[config.mk]
export PLATFORM = sky130hd
export DESIGN_NAME = fetch_unit
export DESIGN_NICKNAME = d
export VERILOG_FILES = /design/src/rtl/fetch_unit.sv
export SDC_FILE = /design/constraint.sdc
export NUM_CORES = 1
export LEC_CHECK = 0
export BUFFER_PORTS_ARGS = -buffer_cell sky130_fd_sc_hd__buf_2
export CAP_MARGIN = 40
export CORE_AREA = 2 2 189 191
export CTS_BUF_LIST = sky130_fd_sc_hd__clkbuf_4
export DETAILED_ROUTE_END_ITERATION = 16
export DIE_AREA = 0 0 191 193
export SLEW_MARGIN = 5
export SYNTH_ARGS = -nofsm -noshare
export SYNTH_HDL_FRONTEND = slang
export SYNTH_SLANG_ARGS = --single-unit
[constraint.sdc]
create_clock -name CLK -period 3.9 [get_ports CLK]
set_input_delay 0.78 -clock CLK [delete_from_list [all_inputs] [get_ports CLK]]
set_output_delay 0.78 -clock CLK [all_outputs]
set_load 0.01 [all_outputs]
[src/rtl/fetch_unit.sv]
// fetch_unit: PC plus one-outstanding imem fetch into a FIFO feeding dispatch.
// Define FETCH_BYPASS_EN to forward an ihit word straight to dispatch when the queue is empty.
module fetch_unit #(
  parameter logic [31:0] RESET_PC = 32'h0000_0000,
  parameter int          FQ_DEPTH = 4
) (
  input  logic                        CLK,
  input  logic                        nRST,
  output logic                        imem_ren,
  output logic [31:0]                 imem_addr,
  input  logic [31:0]                 imem_rdata,
  input  logic                        ihit,
  input  logic                        freeze,
  input  logic                        jump,
  input  logic [31:0]                 jump_target,
  input  logic                        branch_miss,
  input  logic [31:0]                 branch_target,
  output logic                        fetch_valid,
  output logic [31:0]                 fetch_instr,
  output logic [31:0]                 fetch_pc,
  output logic [$clog2(FQ_DEPTH):0]   fq_count
);
  localparam int AW = $clog2(FQ_DEPTH);
  localparam int CW = AW + 1;
  localparam logic [CW-1:0] FULL_CNT = CW'(FQ_DEPTH);
  typedef enum logic [1:0] {RUN, FULL, HALT} state_t;
  state_t          r_state;
  logic            r_live;
  logic [31:0]     r_pc;
  logic [31:0]     r_instr [FQ_DEPTH];
  logic [31:0]     r_ipc   [FQ_DEPTH];
  logic [AW-1:0]   r_rd, r_wr;
  logic [CW-1:0]   r_count;
  logic            w_redirect, w_hit, w_halt, w_byp, w_enq, w_pop;
  logic [31:0]     w_target;
  assign w_redirect  = branch_miss | jump;
  assign w_target    = branch_miss ? branch_target : jump_target;
  // r_live keeps the request low for the first cycle out of reset
  assign imem_ren    = r_live && r_state == RUN && r_count < FULL_CNT;
  assign imem_addr   = r_pc;
  assign w_hit       = imem_ren && ihit && !w_redirect;
  assign w_halt      = w_hit && imem_rdata == '1;
`ifdef FETCH_BYPASS_EN
  assign w_byp       = w_hit && r_count == '0;
`else
  assign w_byp       = 1'b0;
`endif
  assign fetch_valid = r_count != '0 || w_byp;
  assign fetch_instr = r_count != '0 ? r_instr[r_rd] : w_byp ? imem_rdata : '0;
  assign fetch_pc    = r_count != '0 ? r_ipc[r_rd] : w_byp ? r_pc : '0;
  assign fq_count    = r_count;
  assign w_pop       = r_count != '0 && !freeze && !w_redirect;
  assign w_enq       = w_hit && !(w_byp && !freeze);
  always_ff @(posedge CLK) begin
    if (w_enq) begin
      r_instr[r_wr] <= imem_rdata;
      r_ipc[r_wr]   <= r_pc;
    end
  end
  always_ff @(posedge CLK) begin
    if (!nRST) begin
      r_state <= RUN;
      r_live  <= 1'b0;
      r_pc    <= RESET_PC;
      r_rd    <= '0;
      r_wr    <= '0;
      r_count <= '0;
    end else if (w_redirect) begin
      r_state <= RUN;
      r_live  <= 1'b1;
      r_pc    <= w_target;
      r_rd    <= '0;
      r_wr    <= '0;
      r_count <= '0;
    end else begin
      r_live  <= 1'b1;
      r_wr    <= w_enq ? r_wr + AW'(1) : r_wr;
      r_rd    <= w_pop ? r_rd + AW'(1) : r_rd;
      r_count <= r_count + CW'(w_enq) - CW'(w_pop);
      r_pc    <= w_hit && !w_halt ? r_pc + 32'd4 : r_pc;
      r_state <= w_halt ? HALT :
                 r_state == FULL && w_pop ? RUN :
                 r_state == RUN && w_enq && !w_pop && r_count == FULL_CNT - CW'(1) ? FULL :
                 r_state;
    end
  end
endmodule
# Yosys cells after proc, flatten, opt, wreduce, memory -nomap -nowiden

Memories as Yosys holds them, arrays and structs flattened. A register that Yosys moved wholly into a read port is not among the register bits.
Cells that the tools add are included.

Bits in registers: 42
Memory bits (writable): 256
Output and inout bits: 101
Memories: 2

Memory list:

| name    | words | width | read ports | clocked after Yosys merged registers in | write ports | line | RTL |
|---|---|---|---|---|---|---|---|
| r_instr | 4     | 32    | 1          | 1                                       | 1           | 30   | `logic [31:0] r_instr [FQ_DEPTH];` |
| r_ipc   | 4     | 32    | 1          | 1                                       | 1           | 31   | `logic [31:0] r_ipc [FQ_DEPTH];` |

Add/sub/neg operators: 5
$lt $le $gt $ge: 1
Equality and inequality tests: 3
Muxes and demuxes: 15
Bitwise logic cells: 2
Reduce and logical (&&, ||, !) cells: 22

Operators with widths:

| operator                                          | count |
|---|---|
| two-way mux 32 bit                                | 5 |
| adder 32 x 3 -> 32 bit, second input constant     | 1 |
| == test 32 bit, second input constant             | 1 |
| two-way mux 2 bit                                 | 7 |
| logical AND 1 bit                                 | 12 |
| nonzero test 3 bit                                | 2 |
| adder 2 x 1 -> 2 bit, second input constant       | 2 |
| zero test 1 bit                                   | 4 |
| OR reduction 4 bit                                | 1 |
| adder 3 x 1 -> 3 bit                              | 1 |
| == test 3 x 2 -> 1 bit, second input constant     | 1 |
| less-than comparator 3 bit, second input constant | 1 |
| two-way mux 1 bit                                 | 3 |
| subtractor 3 x 1 -> 3 bit                         | 1 |
| == test 2 x 1 -> 1 bit, second input constant     | 1 |
| zero test 2 bit                                   | 1 |
| nonzero test 2 bit                                | 1 |
| OR reduction 2 bit                                | 1 |
| NOT 1 bit                                         | 1 |
| OR 1 bit                                          | 1 |

# Logic depth before layout (Yosys ltp)

Gate-level depths: netlist (run 1).

Depth in word-level cells: 11
Mapped depth: 11
Depth with buffers taken out: 11

# Worst setup path before layout (run 1)

Ideal clock, no wire load.

Kind: input port to flip-flop
From: in jump
To: mem r_instr[0][0] (enable)
Library setup time: 0.429 ns
Arrival: 2.814 ns
Required time: 3.471 ns
Slack: 0.657 ns
Cell stages on the path: 4
Path buffers: 1
Cell sequence: or2_0 -> buf_2 -> nor2_4 -> and2_1

Longest elaborated chain between the ends: 5

RTL lines:

| item                                    | line | RTL |
|---|---|---|
| from (decl)                             | 14   | `input logic jump,` |
| OR 1 bit                                | 36   | `assign w_redirect = branch_miss \| jump;` |
| zero test 1 bit                         | 41   | `assign w_hit = imem_ren && ihit && !w_redirect;` |
| logical AND 1 bit                       | 41   |  |
| two-way mux 1 bit                       | 55   | `if (w_enq) begin` |
| two-way mux 1 bit (not written as such) | 56   | `r_instr[r_wr] <= imem_rdata;` |
| to (decl)                               | 30   |  |

Every way passes these cells.

==> results of run 1 <==
## worst min-delay path by stage
stage	startpoint	endpoint	depth (start not counted)
finish	imem_rdata[20]	r_instr[0][20]	1
detailed placement	r_wr[1]	r_wr[1]	2
global route	imem_rdata[21]	r_instr[3][21]	1
floorplan	r_wr[1]	r_wr[1]	2
CTS	imem_rdata[21]	r_instr[3][21]	1
global placement	r_wr[1]	r_wr[1]	2
## stage by stage
step	util	std cells
6_report	0.4306	1502
5_1_grt	0.4306	1502
4_1_cts	0.4305	1500
3_5_place_dp	0.4008	1366
3_3_place_gp	0.4008	1366
2_1_floorplan	-	723
## registers in the layout, indices dropped and copies added, names as in the netlist, named ones only
name	flops
fq_count	3
r_wr	2
r_rd	2
r_instr	128
r_live	1
r_ipc	128
r_state	2
imem_addr	32
## cells by family (layout without fill, tap and decap cells)
group / count (synthesis) / after routing
fa+ha+maj: 8 / 8
simple gates: 172 / 172
compound gates: 101 / 101
mux: 68 / 68
other cells: 0 / 2
flops: 300 / 300
xor+xnor: 24 / 24
buf+inv: 50 / 366
## per-layer routing
metal / share of wire / vias up / GRT usage
met5: 0 / - / 0
met4: 0.016 / 0 / 0.05695
met3: 0.064 / 43 / 0.04072
met2: 0.48 / 280 / 0.2737
met1: 0.44 / 3742 / 0.2194
li1: - / 3465 / -
## synth_stat cells (2+ instances only)
cell	instances	area, µm²
a21o_1	2	15.01
a21oi_1	23	115.1
a21oi_2	2	17.52
a31oi_1	4	25.02
and2_1	70	437.9
and2_4	2	17.52
and3_1	7	43.79
and3_2	2	15.01
and4_1	2	17.52
buf_1	5	18.77
buf_2	11	55.05
buf_4	3	22.52
clkbuf_1	22	82.58
dfxtp_1	44	880.8
edfxtp_1	256	7687
ha_1	7	87.58
inv_1	9	33.78
mux2i_1	4	40.04
mux4_2	64	1441
nand2_1	20	75.07
nand2b_1	2	12.51
nand3_1	13	65.06
nand4_1	16	100.1
nor2_1	17	63.81
nor3_1	2	10.01
nor4_1	2	12.51
nor4_2	2	25.02
o211a_1	14	140.1
o211ai_1	4	30.03
o21ai_0	8	40.04
o221ai_1	10	87.58
o22ai_1	23	143.9
or3_1	2	12.51
xnor2_1	11	96.34
xor2_1	13	113.9
## worst max-delay path, stage by stage (launching register included)
cell	delay [ns]
dfxtp_4	0.77
buf_12	0.29
mux4_2	0.51
and2_1	0.20
buf_2	0.14
## power by group
group	internal (mW)	switching (mW)	total, mW
clock	1.59	1.22	2.81
combinational	0.127	0.158	0.285
sequential	3.53	0.0819	3.61
## layout make-up
| class | count | share of cell area |
|---|---|---|
| repair buffers | 223 | 0.08177 |
| inverters | 9 | 0.002244 |
| diodes | 2 | 0.0003324 |
| flip-flops and latches | 300 | 0.5696 |
| well taps | 461 | 0.03831 |
| clock inverters | 14 | 0.009058 |
| clock buffers | 120 | 0.05983 |
| multi-input cells | 373 | 0.2389 |
==> results.py, run 1 <==
metrics = {
    "status": {
        "outcome": "finished, final reports clean",
    },
    "cts": {
        "numCtsBuffers": 78,
        "ctsHoldBuffers": 0,
        "max-clock-path-buffers": 3,
        "h-tree-depth": 3,
        "cts.clk_slew.worst_paths_ns": 0.06,
        "root_buffer": "clkbuf_4",
        "ctsResizeCount": 0,
        "cts_tree": "built",
        "clk_latency_ns": 0.69,
        "clkSinkCount": 300,
        "post_cts_buffers": 0,
    },
    "synth": {
        "async_reset_ff_frac": 0,
        "synth_edf_count": 256,
        "synth_top_family_by_area": "multiplexers",
        "synth_compound_area_frac": 0.05817,
        "muxShareOfSynthArea": 0.1198,
        "ys_seq_elements": 300,
        "synth_xor_area_frac": 0.01700,
        "yosysSeqAreaShare": 0.6928,
        "ys_warn_count": 0,
        "synth_ff_type": "edfxtp_1",
        "synth_nets": 833,
        "netlist_instances": 723,
        "synth_area_per_cell_um2": 17.10,
        "ys_types": 60,
        "synth_fa_ha_area_frac": 0.008701,
        "netlist_area_um2": 12370,
        "synthSimpleGateAreaFrac": 0.08630,
    },
    "power": {
        "power_density_nw_per_um2": 445.8,
        "p_leak_nw": 5.558,
        "total_power_mw": 6.712,
        "peakVddDrop_mv": 0.2214,
    },
    "routing": {
        "avgViaCountPerCell": 5.013,
        "drt_iter0_drc": 403,
        "final_antenna_net_count": 0,
        "first_pass_iters": 6,
        "wl_per_cell_um": 20.33,
        "drcViolationCount": 0,
        "routed_wirelength_um": 30530,
        "vias": 7530,
    },
    "sta": {
        "finalSetupTns_ns": 0,
        "finalSetupViolations": 0,
        "fin_crit_ns": 3.403,
        "maxSlewHeadroom": 0.4384,
        "finalCritPeriodShare": 0.8725,
        "setup_ws_ns": 0.4972,
        "skew_ns": 0.03642,
        "slew_viol_final": 0,
        "finalHoldViolCount": 0,
        "fmax_mhz": 293.9,
        "rsz0062_at_grt": "no",
        "worst_hold_slack_ns": 0.3285,
        "worstMarginPinSlew_ns": 0.8424,
    },
    "placed_design": {
        "dp_hpwl_um": 19630,
        "pre_cts_slack_ns": 0.7001,
        "io_buffers": 202,
        "routabilityCongestion": 0.7716,
        "place_area_um2": 14010,
    },
    "floorplan": {
        "ios": 203,
        "start_util": 0.3537,
        "core_um2": 34960,
        "row_count": 69,
        "fp.dieArea_um2": 36860,
        "die_y_um": 193,
        "die_w_um": 191,
    },
    "setup_path": {
        "worstRegToRegCells": 9,
        "reg2reg_to": "fq_count[2]",
        "r2r_setup_slack_ns": 1.20,
        "crit_fanout": 28,
        "rr_startpoint": "fq_count[0]",
        "crit_path_start_kind": "flop",
        "arrival_ns": 2.62,
        "crit_required_ns": 3.12,
        "crit_end": "fetch_pc[4]",
        "critPathCaptureType": "primary output",
        "crit_type": "reg -> out",
    },
    "layout": {
        "syn_to_final_growth_pct": 21.75,
        "final_nets": 1095,
        "drive_gt1_frac": 0.4254,
        "nFillCells": 3265,
        "most-common-layout-cells": "edfxtp_1 (256), buf_2 (202), clkbuf_4 (120)",
        "seqCellArea_um2": 8576,
        "final_area_um2": 15060,
        "multi_input_area_um2": 3597,
        "final_common_cell": "edfxtp_1",
    },
    "hold_path": {
        "min_path_type": "in -> reg",
    },
    "job": {
        "maxCapViolCount": 0,
    },
    "global_routing": {
        "grt_max_degree": 54,
        "grt_pass1_wl_um": 45560,
        "track_usage": 0.1674,
        "antenna_found_initial": 2,
        "grt_pass1_vias": 7738,
        "grt_overflow": 0,
    },
}
Power figures use the tool's default switching activity.
==> inputs of run 2 (changes only) <==
ABC_AREA = 1   (was not set)
CORE_AREA = 2 2 196 198   (was 2 2 189 191)
DIE_AREA = 0 0 198 200   (was 0 0 191 193)
REMOVE_ABC_BUFFERS = 1   (was not set)
==> run 2 against run 1 <==
- critical path type unchanged
- worst hold slack worse by 0.0044 ns
- critical endpoint is now fetch_pc[30]
- setup slack better by 0.073 ns
- via count up 39%
==> results.py, run 2 <==
metrics = {
    "global_routing": {
        "antenna_found_initial": 1,
        "track_usage": 0.1872,
        "grt_pass1_vias": 10170,
        "grt_max_degree": 73,
        "grt_overflow": 0,
        "grt_pass1_wl_um": 56330,
    },
    "routing": {
        "drcViolationCount": 0,
        "avgViaCountPerCell": 4.846,
        "vias": 10480,
        "wl_per_cell_um": 17.21,
        "routed_wirelength_um": 37210,
        "final_antenna_net_count": 0,
        "first_pass_iters": 5,
        "drt_iter0_drc": 552,
    },
    "sta": {
        "rsz0062_at_grt": "no",
        "finalHoldViolCount": 0,
        "slew_viol_final": 0,
        "fin_crit_ns": 3.330,
        "finalCritPeriodShare": 0.8539,
        "skew_ns": 0.04486,
        "fmax_mhz": 300.3,
        "maxSlewHeadroom": 0.4028,
        "finalSetupTns_ns": 0,
        "worstMarginPinSlew_ns": 0.8959,
        "worst_hold_slack_ns": 0.3241,
        "finalSetupViolations": 0,
    },
    "layout": {
        "final_nets": 1694,
        "drive_gt1_frac": 0.2438,
        "syn_to_final_growth_pct": 20.23,
        "utilization": 0.4283,
        "nFillCells": 3704,
        "seqCellArea_um2": 8573,
        "most-common-layout-cells": "nor2_1 (394), edfxtp_1 (256), buf_2 (202)",
        "multi_input_area_um2": 4247,
        "instances_no_fill": 2162,
        "final_common_cell": "nor2_1",
    },
    "synth": {
        "ys_types": 35,
        "synth_compound_area_frac": 0.1156,
        "ys_warn_count": 0,
        "synth_top_area_cell": "edfxtp_1",
        "async_reset_ff_frac": 0,
        "muxShareOfSynthArea": 0,
        "yosysSeqAreaShare": 0.6431,
        "synth_xor_area_frac": 0.001315,
        "synth_area_per_cell_um2": 9.883,
        "netlist_instances": 1348,
        "synth_edf_count": 256,
        "netlist_area_um2": 13320,
        "ys_seq_elements": 300,
        "yosys.area.top_type_share": 0.5770,
        "synth_ff_type": "edfxtp_1",
        "synth_fa_ha_area_frac": 0.008077,
        "synthTopCellsByArea": "edfxtp_1 (58%), nor2_1 (11%), dfxtp_1 (6.6%)",
        "yosysMostFrequentCell": "nor2_1",
        "synth_top_family_by_area": "simple AND/OR/NAND/NOR gates",
        "synthSimpleGateAreaFrac": 0.1911,
        "netlist_top_cells_count": "nor2_1 (398), edfxtp_1 (256), o21ai_0 (156)",
    },
    "power": {
        "p_leak_nw": 6.171,
        "peakVddDrop_mv": 0.1453,
        "power_density_nw_per_um2": 431.9,
    },
    "cts": {
        "cts.clk_slew.worst_paths_ns": 0.07,
        "h-tree-depth": 3,
        "cts_tree": "built",
        "root_buffer": "clkbuf_4",
        "ctsHoldBuffers": 0,
        "max-clock-path-buffers": 3,
        "ctsResizeCount": 0,
        "clkSinkCount": 300,
        "clk_latency_ns": 0.71,
        "numCtsBuffers": 83,
        "post_cts_buffers": 0,
    },
    "placed_design": {
        "routabilityCongestion": 0.8214,
        "dp_hpwl_um": 23120,
        "dp.cells": 2010,
        "io_buffers": 202,
    },
    "setup_path": {
        "crit_type": "reg -> out",
        "arrival_ns": 2.55,
        "critPathCaptureType": "primary output",
        "crit_required_ns": 3.12,
        "crit_fanout": 50,
        "crit_path_start_kind": "flop",
    },
    "floorplan": {
        "row_count": 71,
        "die_y_um": 200,
        "ios": 203,
        "start_util": 0.3562,
        "core_um2": 37400,
        "die_w_um": 198,
        "fp.dieArea_um2": 39600,
    },
    "status": {
        "outcome": "finished, final reports clean",
    },
    "hold_path": {
        "min_path_type": "in -> reg",
    },
    "job": {
        "maxCapViolCount": 0,
    },
}
[run 2: cell count changes after synthesis, sizes merged, moves of 18 or more]
cell,delta
o22ai,-18
nor2,+394
inv,+43
nand3,+23
buf,+21
a21oi,+78
nand2,+139
and2,-71
mux4,-64
o21ai,+168
[run 2: metrics by stage]
step	power, mW	area, µm²	worst slack, ns
6_report	6.918	16020	0.5699
4_1_cts	7.024	16010	0.4453
5_1_grt	7.236	16020	0.3029
2_1_floorplan	3.846	12980	-1.744
3_5_place_dp	4.061	14910	1.062
3_3_place_gp	4.050	14880	1.004
[run 2: path summary, 6_finish.rpt]
| check | cells after the start | end | slack (ns) | startpoint |
|---|---|---|---|---|
| worst max-delay path | 6 | fetch_pc[30] | 0.57 | flop |
| worst min-delay path | 1 | r_instr[1][5] | 0.32 | imem_rdata[5] |
| worst max register to register | 11 | fq_count[2] | 1.37 | fq_count[0] |
| worst min register to register | 2 | flop | 0.47 | r_rd[1] |
[run 2: area by class of cell]
cell class              instances  area share
clock buffers                 137     0.06421
well taps                     511     0.03992
multi-input cells             926      0.2651
repair buffers                220     0.07749
inverters                      53     0.01281
clock inverters                13    0.004921
flip-flops and latches        300      0.5352
diodes                          2   0.0003125
[run 2: report_power, final]
part | switching, mW | leakage, nW | internal, mW
registers | 0.0854 | 2.68 | 3.54
clock network | 1.29 | 0.667 | 1.64
logic | 0.229 | 2.83 | 0.137
total | 1.60 | 6.17 | 5.32
[run 2: cells by family after synthesis]
kind of cell               count (synthesis)
xor gates and xnor gates                   2
AOI/OAI and AO/OA                        298
adders and majority gates                  8
DFF                                      300
and+or+nand+nor                          618
buffers and inverters                    122
[run 2: worst max-delay path, cell delays in order (launching register included)]
cell     delay, ns
dfxtp_4       0.58
buf_4         0.54
nor2_1        0.08
nor2_1        0.09
o21ai_0       0.09
a21oi_1       0.30
buf_2         0.19
[run 2: layer usage]
metal,global-route usage,vias to the layer above,part of all wire
met2,0.3093,364,0.47
met3,0.04452,66,0.072
met5,0,-,0
li1,-,5121,-
met1,0.2383,4927,0.43
met4,0.07463,0,0.026
==> inputs of run 3 (changes only) <==
==> constraint.sdc (replaced) <==
create_clock -name CLK -period 3.9 [get_ports CLK]
set_input_delay 0 -clock CLK [delete_from_list [all_inputs] [get_ports CLK]]
set_output_delay 0 -clock CLK [all_outputs]
set_load 0.01 [all_outputs]
==> run 3 against run 2 <==
- die area unchanged
- critical path depth increased by 5
- first-iteration DRC count decreased by 5.3%
- largest cell class unchanged
- flip-flop and latch count unchanged
- sequential share of layout area decreased by 4.0 points
- largest power group unchanged
- core utilization increased by 3.4 points
- maximum frequency increased by 7.8%
- clock skew increased by 0.0022 ns
==> results.py, run 3 (synthesis results as in run 2) <==
metrics = {
    "floorplan": {
        "core_um2": 37400,
        "die_w_um": 198,
        "die_y_um": 200,
        "fp.dieArea_um2": 39600,
        "ios": 203,
        "start_util": 0.3562,
        "row_count": 71,
    },
    "sta": {
        "slew_viol_final": 0,
        "fmax_mhz": 323.7,
        "worstMarginPinSlew_ns": 0.8600,
        "setup_ws_ns": 0.8110,
        "rsz0062_at_grt": "no",
        "finalHoldViolCount": 0,
        "skew_ns": 0.04709,
        "finalSetupViolations": 0,
        "finalCritPeriodShare": 0.7920,
        "fin_crit_ns": 3.089,
        "worst_hold_slack_ns": 0.07622,
        "finalSetupTns_ns": 0,
        "maxSlewHeadroom": 0.4260,
    },
    "status": {
        "outcome": "finished, final reports clean",
    },
    "cts": {
        "cts.clk_slew.worst_paths_ns": 0.07,
        "h-tree-depth": 3,
        "post_cts_buffers": 0,
        "clk_latency_ns": 0.74,
        "numCtsBuffers": 81,
        "clkSinkCount": 300,
        "root_buffer": "clkbuf_4",
        "max-clock-path-buffers": 3,
        "cts_tree": "built",
        "ctsResizeCount": 0,
    },
    "global_routing": {
        "grt_max_degree": 93,
        "grt_pass1_wl_um": 58030,
        "grt_overflow": 0,
        "grt_pass1_vias": 10850,
        "antenna_found_initial": 1,
        "track_usage": 0.1929,
    },
    "layout": {
        "syn_to_final_growth_pct": 29.84,
        "utilization": 0.4625,
        "final_common_cell": "nor2_1",
        "instances_no_fill": 2287,
        "drive_gt1_frac": 0.2232,
        "most-common-layout-cells": "nor2_1 (394), edfxtp_1 (256), buf_2 (202)",
        "final_nets": 1826,
    },
    "job": {
        "maxCapViolCount": 0,
    },
    "placed_design": {
        "routabilityCongestion": 0.8572,
        "io_buffers": 202,
        "pre_cts_slack_ns": 1.428,
        "dp.cells": 2013,
        "dp_hpwl_um": 23490,
    },
    "power": {
        "power_density_nw_per_um2": 405.7,
        "peakVddDrop_mv": 0.1672,
        "p_leak_nw": 6.714,
    },
    "routing": {
        "drt_iter0_drc": 523,
        "avgViaCountPerCell": 4.790,
        "drcViolationCount": 0,
        "routed_wirelength_um": 38230,
        "final_antenna_net_count": 0,
        "first_pass_iters": 5,
        "wl_per_cell_um": 16.72,
        "vias": 10960,
    },
    "setup_path": {
        "path_cells": "dlygate4sd3_1 -> buf_2 -> buf_4 -> inv_1 -> nand2_1 -> nand3_1 -> dlygate4sd3_1 -> nand2_1 -> dlygate4sd3_1 -> a31oi_1 -> dlygate4sd3_1",
        "crit_path_start_kind": "input port",
        "crit_slowest_cell": "inv_1",
        "arrival_ns": 3.76,
        "crit_required_ns": 4.58,
        "critPathCaptureType": "flop",
        "crit_type": "in -> reg",
        "critical_path.max_stage_delay_ns": 0.68,
        "crit_fanout": 33,
        "crit_top_cell": "dlygate4sd3_1",
    },
    "hold_path": {
        "min_path_type": "in -> reg",
    },
}
-- run 3: cell count changes in the layout (fill, tap and decap cells not counted), sizes merged --
cell	delta
clkinvlp	-1
inv	+1
dlygate4sd3	+131
buf	+3
clkinv	+1
bufinv	+2
clkbuf	-12
-- run 3: final cells by class --
class | instances | area, µm²
diodes | 2 | 5.005
clock buffers | 125 | 938.4
clock inverters | 16 | 140.1
fillers | 3567 | 20100
inverters | 53 | 205.2
multi-input cells | 926 | 4247
flip-flops and latches | 300 | 8573
well taps | 511 | 639.4
repair buffers | 354 | 2550
-- run 3: worst max-delay path: cells and delay by family --
| kind | cells | cell delay (ns) |
|---|---|---|
| simple gates | 3 | 0.29 |
| compound gates | 1 | 0.14 |
| buf+inv | 7 | 3.32 |
-- run 3: path summary, 6_finish.rpt --
check	start	end	slack [ns]	cells after the start
worst max-delay path	branch_miss	imem_addr[2]	0.81	11
worst min-delay path	imem_rdata[9]	r_instr[0][9]	0.08	2
worst max register to register	imem_addr[3]	imem_addr[8]	1.05	10
worst min register to register	r_rd[1]	flop	0.44	2
-- run 3: timing repair --
| action | in CTS | in global routing |
|---|---|---|
| hold endpoints to repair | 169 | 0 |
| setup endpoints to repair | 0 | 0 |
| hold buffers | 131 | 0 |
-- run 3: stage by stage --
step	total power, mW	instance area (µm²)
after global routing	7.353	17300
after global placement	4.049	14820
after CTS	7.128	17290
after floorplan	3.846	12980
after detailed placement	4.058	14900
final	7.018	17300
-- run 3: layer usage --
metal / vias to the layer above / wire [µm] / GRT usage
met1: 5147 / 16630 / 0.2384
met5: - / 0 / 0
met2: 356 / 18390 / 0.3271
met3: 56 / 2273 / 0.04570
li1: 5396 / - / -
met4: 0 / 932 / 0.07769
-- run 3: where the power goes --
part | leakage (nW) | internal [mW] | switching [mW]
combinational | 3.39 | 0.237 | 0.249
sequential | 2.68 | 3.54 | 0.0872
clock | 0.648 | 1.64 | 1.26
